--- src/rtl/program_loader_pkg.sv ---
// Shared types and constants for the program loader: FSM states and stream framing sizes.
package loader_pkg;

    typedef enum logic [2:0] {
        IDLE,
        LEN_HI,
        LEN_LO,
        DATA,
        CSUM,
        DONE,
        ERROR
    } state_t;

    localparam int LEN_BYTES  = 2;
    localparam int WORD_BYTES = 4;

endpackage

--- src/rtl/program_loader_if.sv ---
// Byte-stream link plus instruction-memory write port.
// master = the loader (consumes bytes, drives imem writes); slave = host/memory side.
interface program_loader_if #(
    parameter int ADDR_WIDTH = 8
) ();

    logic                  rx_valid;
    logic [7:0]            rx_data;
    logic                  rx_ready;
    logic                  imem_we;
    logic [ADDR_WIDTH-1:0] imem_addr;
    logic [31:0]           imem_wdata;

    modport master (
        input  rx_valid,
        input  rx_data,
        output rx_ready,
        output imem_we,
        output imem_addr,
        output imem_wdata
    );

    modport slave (
        output rx_valid,
        output rx_data,
        input  rx_ready,
        input  imem_we,
        input  imem_addr,
        input  imem_wdata
    );

endinterface

--- src/rtl/program_loader_word_packer.sv ---
// Shifts stream bytes in MSB-first and flags the completed 32-bit word on every 4th byte.
module word_packer
    import loader_pkg::*;
(
    input  logic        clk,
    input  logic        reset_n,
    input  logic        clear,
    input  logic        byte_valid,
    input  logic [7:0]  byte_in,
    output logic        word_valid,
    output logic [31:0] word
);

    logic [23:0] shreg;
    logic [1:0]  cnt;

    // The word is presented combinationally so the caller can register it on the accepting edge.
    assign word_valid = byte_valid && (cnt == 2'(WORD_BYTES - 1));
    assign word       = {shreg, byte_in};

    always_ff @(posedge clk or negedge reset_n) begin
        if (!reset_n) begin
            shreg <= '0;
            cnt   <= '0;
        end else if (clear) begin
            shreg <= '0;
            cnt   <= '0;
        end else if (byte_valid) begin
            shreg <= {shreg[15:0], byte_in};
            cnt   <= cnt + 2'd1;
        end
    end

endmodule

--- src/rtl/program_loader.sv ---
// Loads a length-prefixed, XOR-checksummed program image into instruction memory,
// holding the core in reset until a complete image verifies.
module program_loader
    import loader_pkg::*;
#(
    parameter int ADDR_WIDTH = 8
) (
    input  logic             clk,
    input  logic             reset_n,
    input  logic             start,
    program_loader_if.master bus,
    output logic             core_reset,
    output logic             done,
    output logic             error
);

    localparam int CNT_W = ADDR_WIDTH + 1;
    localparam int LEN_W = 8 * LEN_BYTES;

    state_t           state;
    logic [7:0]       len_hi;
    logic [LEN_W-1:0] n_words;
    logic [CNT_W-1:0] word_cnt;
    logic [7:0]       run_xor;

    logic             accept;
    logic             session_start;
    logic             pk_valid;
    logic [31:0]      pk_word;
    logic [LEN_W-1:0] len_full;
    logic             len_too_big;
    logic             last_word;

    assign accept        = bus.rx_valid && bus.rx_ready;
    assign session_start = start && ((state == IDLE) || (state == DONE) || (state == ERROR));
    assign len_full      = {len_hi, bus.rx_data};
    // Compared at 32 bits so 2^ADDR_WIDTH is representable for any supported width.
    assign len_too_big   = 32'(len_full) > (32'd1 << ADDR_WIDTH);
    assign last_word     = (32'(word_cnt) + 32'd1) == 32'(n_words);

    word_packer u_packer (
        .clk        (clk),
        .reset_n    (reset_n),
        .clear      (session_start),
        .byte_valid (accept && (state == DATA)),
        .byte_in    (bus.rx_data),
        .word_valid (pk_valid),
        .word       (pk_word)
    );

    always_ff @(posedge clk or negedge reset_n) begin
        if (!reset_n) begin
            state          <= IDLE;
            len_hi         <= '0;
            n_words        <= '0;
            word_cnt       <= '0;
            run_xor        <= '0;
            bus.rx_ready   <= 1'b0;
            bus.imem_we    <= 1'b0;
            bus.imem_addr  <= '0;
            bus.imem_wdata <= '0;
            core_reset     <= 1'b1;
            done           <= 1'b0;
            error          <= 1'b0;
        end else begin
            bus.imem_we <= 1'b0;
            if (accept) begin
                run_xor <= run_xor ^ bus.rx_data;
            end
            case (state)
                IDLE, DONE, ERROR: begin
                    if (start) begin
                        state        <= LEN_HI;
                        bus.rx_ready <= 1'b1;
                        core_reset   <= 1'b1;
                        done         <= 1'b0;
                        error        <= 1'b0;
                        run_xor      <= '0;
                        word_cnt     <= '0;
                    end
                end
                LEN_HI: begin
                    if (accept) begin
                        len_hi <= bus.rx_data;
                        state  <= LEN_LO;
                    end
                end
                LEN_LO: begin
                    if (accept) begin
                        n_words <= len_full;
                        if (len_too_big) begin
                            state        <= ERROR;
                            bus.rx_ready <= 1'b0;
                            error        <= 1'b1;
                        end else if (len_full == '0) begin
                            state <= CSUM;
                        end else begin
                            state <= DATA;
                        end
                    end
                end
                DATA: begin
                    if (pk_valid) begin
                        bus.imem_we    <= 1'b1;
                        bus.imem_addr  <= word_cnt[ADDR_WIDTH-1:0];
                        bus.imem_wdata <= pk_word;
                        word_cnt       <= word_cnt + 1'b1;
                        if (last_word) begin
                            state <= CSUM;
                        end
                    end
                end
                CSUM: begin
                    if (accept) begin
                        bus.rx_ready <= 1'b0;
                        if (bus.rx_data == run_xor) begin
                            state      <= DONE;
                            done       <= 1'b1;
                            core_reset <= 1'b0;
                        end else begin
                            state <= ERROR;
                            error <= 1'b1;
                        end
                    end
                end
                default: state <= IDLE;
            endcase
        end
    end

endmodule

--- src/flat_wrapper.sv ---
// flat-port wrapper written by rule: the top's interface ports become plain ports
module program_loader_flat import loader_pkg::*;
#(
    parameter int ADDR_WIDTH = 8
)
  (clk, reset_n, start, core_reset, done, error, bus_rx_valid, bus_rx_data, bus_rx_ready, bus_imem_we, bus_imem_addr, bus_imem_wdata);
  program_loader_if #(.ADDR_WIDTH(ADDR_WIDTH)) bus_i ();
  input  logic clk;
  input  logic reset_n;
  input  logic start;
  output logic core_reset;
  output logic done;
  output logic error;
  input wire logic [$bits(bus_i.rx_valid)-1:0] bus_rx_valid;
  input wire logic [$bits(bus_i.rx_data)-1:0] bus_rx_data;
  output wire logic [$bits(bus_i.rx_ready)-1:0] bus_rx_ready;
  output wire logic [$bits(bus_i.imem_we)-1:0] bus_imem_we;
  output wire logic [$bits(bus_i.imem_addr)-1:0] bus_imem_addr;
  output wire logic [$bits(bus_i.imem_wdata)-1:0] bus_imem_wdata;
  assign bus_i.rx_valid = bus_rx_valid;
  assign bus_i.rx_data = bus_rx_data;
  assign bus_rx_ready = bus_i.rx_ready;
  assign bus_imem_we = bus_i.imem_we;
  assign bus_imem_addr = bus_i.imem_addr;
  assign bus_imem_wdata = bus_i.imem_wdata;
  program_loader #(.ADDR_WIDTH(ADDR_WIDTH)) u_core (.clk(clk), .reset_n(reset_n), .start(start), .bus(bus_i), .core_reset(core_reset), .done(done), .error(error));
endmodule
--- config.mk ---
export PLATFORM = sky130hd
export DESIGN_NAME = program_loader_flat
export DESIGN_NICKNAME = d
export VERILOG_FILES = /design/src/rtl/program_loader_pkg.sv /design/src/rtl/program_loader_if.sv /design/src/rtl/program_loader_word_packer.sv /design/src/rtl/program_loader.sv /design/src/flat_wrapper.sv
export SDC_FILE = /design/constraint.sdc
export NUM_CORES = 1
export LEC_CHECK = 0
export ABC_CLOCK_PERIOD_IN_PS = 2500
export CORE_ASPECT_RATIO = 2
export CORE_MARGIN = 2
export CORE_UTILIZATION = 35
export CTS_BUF_LIST = sky130_fd_sc_hd__clkbuf_8 sky130_fd_sc_hd__clkbuf_16
export DETAILED_ROUTE_END_ITERATION = 16
export SETUP_SLACK_MARGIN = 0.5
export SLEW_MARGIN = 10
export SYNTH_ARGS = -nofsm -noshare
export SYNTH_HDL_FRONTEND = slang
export SYNTH_SLANG_ARGS = --single-unit
--- constraint.sdc ---
create_clock -name clk -period 2.5 [get_ports clk]
set_clock_uncertainty 0.15 [all_clocks]
set_input_delay 0.375 -clock clk [delete_from_list [all_inputs] [get_ports clk]]
set_output_delay 0.375 -clock clk [all_outputs]
set_load 0.005 [all_outputs]
# Yosys cells after proc, flatten, opt, wreduce, memory -nomap -nowiden
# Cells that the tools add are included.
dict set report totals {
  latchBits 0
  wordCells 97
  mem_count 0
  ramBits 0
  register_bits 115
  out_inout_bits 45
  romBits 0
}
dict set report classes {
  eq_ne 18
  div 0
  muxes 39
  n_bitwise 1
  n_reduce_logical 21
  order_cmp 1
  shift 0
  mul 0
  addsub 3
}
# op n
set op_table {}
lappend op_table {{$mux 24} 2}
lappend op_table {{$eq 32x16->1} 1}
lappend op_table {{$mux 3} 8}
lappend op_table {{$mux 8} 3}
lappend op_table {{$mux 9} 2}
lappend op_table {{$pmux 9 s2} 1}
lappend op_table {{$gt 16x9->1 const B} 1}
lappend op_table {{$logic_not 16->1} 1}
lappend op_table {{$mux 1} 15}
lappend op_table {{$pmux 3 s5} 1}
lappend op_table {{$ne 2x1->1 const B} 7}
lappend op_table {{$reduce_and 6->1} 2}
lappend op_table {{$add 9x1->10 const B} 1}
lappend op_table {{$add 9x1->9 const B} 1}
lappend op_table {{$eq 3x3->1 const B} 3}
lappend op_table {{$eq 8x8->1} 1}
lappend op_table {{$xor 8x8->8} 1}
lappend op_table {{$eq 3x2->1 const B} 2}
lappend op_table {{$mux 2} 3}
lappend op_table {{$pmux 1 s3} 2}
lappend op_table {{$reduce_and 2->1} 3}
lappend op_table {{$reduce_bool 2->1} 3}
lappend op_table {{$reduce_and 5->1} 1}
lappend op_table {{$logic_and 1x1->1} 4}
lappend op_table {{other kinds (11)} 14}

# Depth between registers and ports, before layout
dict set report logic_depth {
  word_depth 5
  ltp_mapped 8
}

# Hierarchy
# Synthesis repeated with hierarchy kept, for this count alone.
dict set report unflattened {
  hier_cells 532
  hier_area_um2 5345.1
}
# module area_per_inst_um2 instances cells_each
set modules_own_cells {}
lappend modules_own_cells {program_loader 4191.5 1 438}
lappend modules_own_cells {word_packer 1153.6 1 94}

# Worst setup path before layout
# Ideal clock, no wire load.
dict set report synth_timing {
  path_kind {register to register}
  startpoint {register u_core.word_cnt[1]}
  endpoint {register u_core.state[1]}
  path_slack_ps 98
  arrival_ps 2127
  path_stages_with_launch 8
  t_required_ps 2225
  synth_period_minus_slack_ps 2402
  path_cell_list {dfrtp_1 ha_1 buf_2 and4_4 xnor2_1 or4_4 o31ai_4 mux2_4}
}
dict set report synth_between {
  elab_chain_len 4
}
# item line_no
set synth_rtl {}
lappend synth_rtl {{start: declaration} program_loader.sv:23} ;# logic [CNT_W-1:0] word_cnt;
lappend synth_rtl {{start signal: assignment} program_loader.sv:107} ;# word_cnt <= word_cnt + 1'b1;
lappend synth_rtl {{$add 9x1->10} program_loader.sv:39} ;# assign last_word = (32'(word_cnt) + 32'd1) == 32'(n_words);
lappend synth_rtl {{$eq 32x16->1} program_loader.sv:39}
lappend synth_rtl {{$ne 2x1->1 (no source line)} --}
lappend synth_rtl {{$reduce_and 6->1 (no source line)} --}
lappend synth_rtl {{end signal: assignment} program_loader.sv:53} ;# state <= IDLE;
lappend synth_rtl {{end signal: assignment} program_loader.sv:73} ;# state <= LEN_HI;
lappend synth_rtl {{end signal: assignment} program_loader.sv:85} ;# state <= LEN_LO;
lappend synth_rtl {{end: declaration} program_loader.sv:20} ;# state_t state;
# Every way passes these cells.
# A chain may end at the register's enable or synchronous reset.

# Final worst setup path
dict set report layout_timing {
  startpoint {register u_core.n_words[13]}
  endpoint {register u_core.state[1]}
}
dict set report layout_between {
  elab_chain_len 3
}
# item line_no
set layout_rtl {}
lappend layout_rtl {{start: declaration} program_loader.sv:22} ;# logic [LEN_W-1:0] n_words;
lappend layout_rtl {{start signal: assignment} program_loader.sv:90} ;# n_words <= len_full;
lappend layout_rtl {{$eq 32x16->1} program_loader.sv:39}
lappend layout_rtl {{$ne 2x1->1 (no source line)} --}
lappend layout_rtl {{$reduce_and 6->1 (no source line)} --}
# Every way passes these cells.

==> key figures <==
Run status
  – Status: finished, final reports clean

Placed design
  – Placed Area: 6260 sq um
  – Detail Placement HPWL: 9160 um
  – I/O Buffers: 56
  – GP Congestion: 0.891

Setup path
  – WP buf/inv: 0
  – Slowest cell delay on critical path: 540 ps
  – Crit Path Category: reg -> reg
  – CP endpoint kind: flip-flop
  – Flop2flop setup slack: 130 ps
  – Cell Chain, Critical Path: or4_4 -> nor3_2 -> nand4_1 -> or4_4 -> o31ai_4 -> mux2_4
  – Crit path top cell by count: or4_4
  – Kind of start point of the critical path: flip-flop
  – Crit-path max FO: 2
  – Worst path top cell family by delay: simple AND/OR/NAND/NOR gates
  – WP data arrival: 2520 ps
  – CP max-delay cell: or4_4
  – Critical Path RT: 2650 ps

Drt
  – Vias: 4146
  – 1st-iter DRT viols: 189
  – Final wirelength: 13100 um
  – Met3 WL: 344 um
  – Post-DR vias/cell: 4.86
  – Avg WL per Cell: 15.3 um
  – Routed met2 length: 7370 um
  – Post-route antenna net violation count: 0
  – DRC: 0
  – Top Metal Used: met4
  – DRT Pass-1 Iters: 4
  – Met1 WL: 5000 um

Floorplanning
  – Num ports: 57
  – Initial Utilization: 35.5%
  – DIE AREA: 16000 sq um
  – Core Area: 14700 sq um
  – Die H: 177 um
  – Die Width: 90.4 um
  – Row count: 63

Yosys
  – FFs w/ async S/R, synth: 100%
  – Post-synth EDFFs: 0
  – Register area share after synthesis: 55.0%
  – Netlist cell types: 53
  – Flops & latches, synth: 115
  – Area of the mapped netlist: 5230 sq um
  – Synth Flop Type: dfrtp_1
  – Syn_nets: 562
  – Post-synthesis cell count: 548
  – Syn Area/Cell: 9.54 sq um
  – Yosys warns: 0

Finish
  – Final core occ: 47.6%
  – Design area: 7020 sq um
  – Most frequent cells in the layout: 193 x nand2_1, 111 x dfrtp_1, 51 x buf_4
  – Antenna cells: 0
  – Final #Nets: 659
  – Share of cells above drive strength 1: 21.1%
  – Area Overhead vs Synth: 34.1%
  – Fill count: 1434
  – Commonest non-fill, non-tap cell in the layout: nand2_1

Timing
  – Pins Over Slew Limit: 0
  – Unrepaired setup endpoints after global routing: true
  – Max_slew headroom: 56.6%
  – Period utilization: 94.9%
  – # setup viols final: 0
  – Tmin final: 2370 ps
  – Slew @ Worst Pin: 651 ps
  – Fin. Hold Viols: 0
  – FMAX: 422 MHz

Clocking
  – Clock transition at path regs: 60 ps
  – H-tree levels: 4
  – TritonCTS clock tree: done
  – CTS Root Cell: clkbuf_16
  – Clk_lat worst skew: 410 ps
  – Clk sinks: 115
  – TritonCTS Buffers: 17
  – Clock Tree Buf Depth: 2

Power
  – Peak supply drop: 0.564 mV
  – Power Density: 917 nW/um^2
  – Power Total: 6.43 mW
  – Leakage: 3.26 nW

Global routing
  – Gr usage total: 17.4%
  – Initial antenna violation count: 0
  – First-pass GRT wire length: 21800 um
  – Largest net degree at the start of global routing: 48
  – Vias in the first global route: 4309
  – Global route overflow: 0

Worst hold path
  – Hold WC Path Type: in -> reg

Flow run
  – Max-cap viol count: 0
==> per-layer routing <==
metal	vias to the layer above	global-route usage (%)
met1	2018	18.7
met4	0	7.12
met5	-	0
li1	2013	-
met3	28	3.19
met2	87	33.0
==> synthesized netlist by cell type (2+ instances only) <==
cell type | n | area share, %
nand2_1 | 193 | 14
dfrtp_1 | 114 | 55
a21oi_1 | 31 | 3.0
mux2_2 | 25 | 5.4
xor2_1 | 21 | 3.5
clkbuf_1 | 20 | 1.4
nor2_1 | 20 | 1.4
o21ai_0 | 17 | 1.6
nand3_1 | 9 | 0.86
buf_1 | 6 | 0.43
nor2b_1 | 6 | 0.72
xnor2_1 | 6 | 1.0
and2_1 | 5 | 0.60
buf_2 | 5 | 0.48
mux2i_1 | 5 | 0.96
nor4_1 | 5 | 0.60
a31oi_1 | 4 | 0.48
and4_1 | 4 | 0.67
inv_1 | 4 | 0.29
o211ai_1 | 4 | 0.57
nand2b_1 | 3 | 0.36
a21o_1 | 2 | 0.29
a32oi_1 | 2 | 0.33
buf_4 | 2 | 0.29
ha_1 | 2 | 0.48
nor3_1 | 2 | 0.19
o21bai_1 | 2 | 0.29
o311a_1 | 2 | 0.38
o31ai_1 | 2 | 0.29
or4_1 | 2 | 0.29
==> layout make-up <==
class	instances	area (sq um)	area share, %
clock buffer	18	439	6.26
clock inverter	14	106	1.52
inverter	5	18.8	0.268
multi-input combinational	395	2300	32.8
sequential	115	2880	41.1
tap	195	244	3.48
timing repair buffer	111	1020	14.6
==> worst register-to-register path, stage by stage, from the launching register on <==
cell     delay (ps)
dfrtp_1         370
or4_4           540
nor3_2          130
nand4_1          90
or4_4           430
o31ai_4         230
mux2_4          320
==> registers in the layout (all words and copies together) (netlist names), 2 cells and up <==
name	count
u_core.state	3
u_core.bus.imem_addr	8
u_core.bus.imem_wdata	32
u_core.n_words	16
u_core.len_hi	8
u_core.u_packer.shreg	24
u_core.u_packer.cnt	2
u_core.run_xor	8
u_core.word_cnt	9
==> worst paths after layout <==
path	cells after the start	startpoint	end
max in group asynchronous	3	reset_n	u_core.core_reset
min in group asynchronous	2	reset_n	u_core.bus.imem_wdata[5]
worst min register to register	2	u_core.u_packer.shreg[23]	u_core.bus.imem_wdata[31]
worst max register to register	6	u_core.n_words[13]	u_core.state[1]
worst max-delay path	6	u_core.n_words[13]	u_core.state[1]
worst min-delay path	4	bus_rx_data[4]	u_core.bus.imem_wdata[4]
==> kinds of logic after synthesis <==
| kind of cell | share of synthesized area, % |
|---|---|
| xor+xnor | 4.52 |
| simple gates | 21.4 |
| fa+ha+maj | 0.478 |
| compound gates | 8.97 |
| flops | 55.0 |
| buf+inv | 2.99 |
| mux | 6.63 |
==> metrics by stage <==
stage               std cells  hold slack [ps]  TNS [ps]  setup WS [ps]
detailed placement        807              292      -857           -249
CTS                       852              319         0            122
global route              853              309         0           43.3
finish                    853              302         0            129
global placement          807              289      -500           -199
floorplan                 548            -70.6         0            175
==> power breakdown <==
part | leakage (nW) | switching (mW) | internal, mW
Sequential | 1.54 | 0.314 | 2.22
Combinational | 1.46 | 0.864 | 0.845
Clock | 0.259 | 0.893 | 1.30
Total | 3.26 | 2.07 | 4.36
==> repair_timing <==
action	in CTS	in global routing
endpoints found under the hold margin	43	0
pin swaps	13	8
buffers inserted	12	1
gates resized for setup	19	6
setup endpoints to repair	15	50
hold buffers	1	0
No activity file was read; power rests on OpenSTA's default activity.
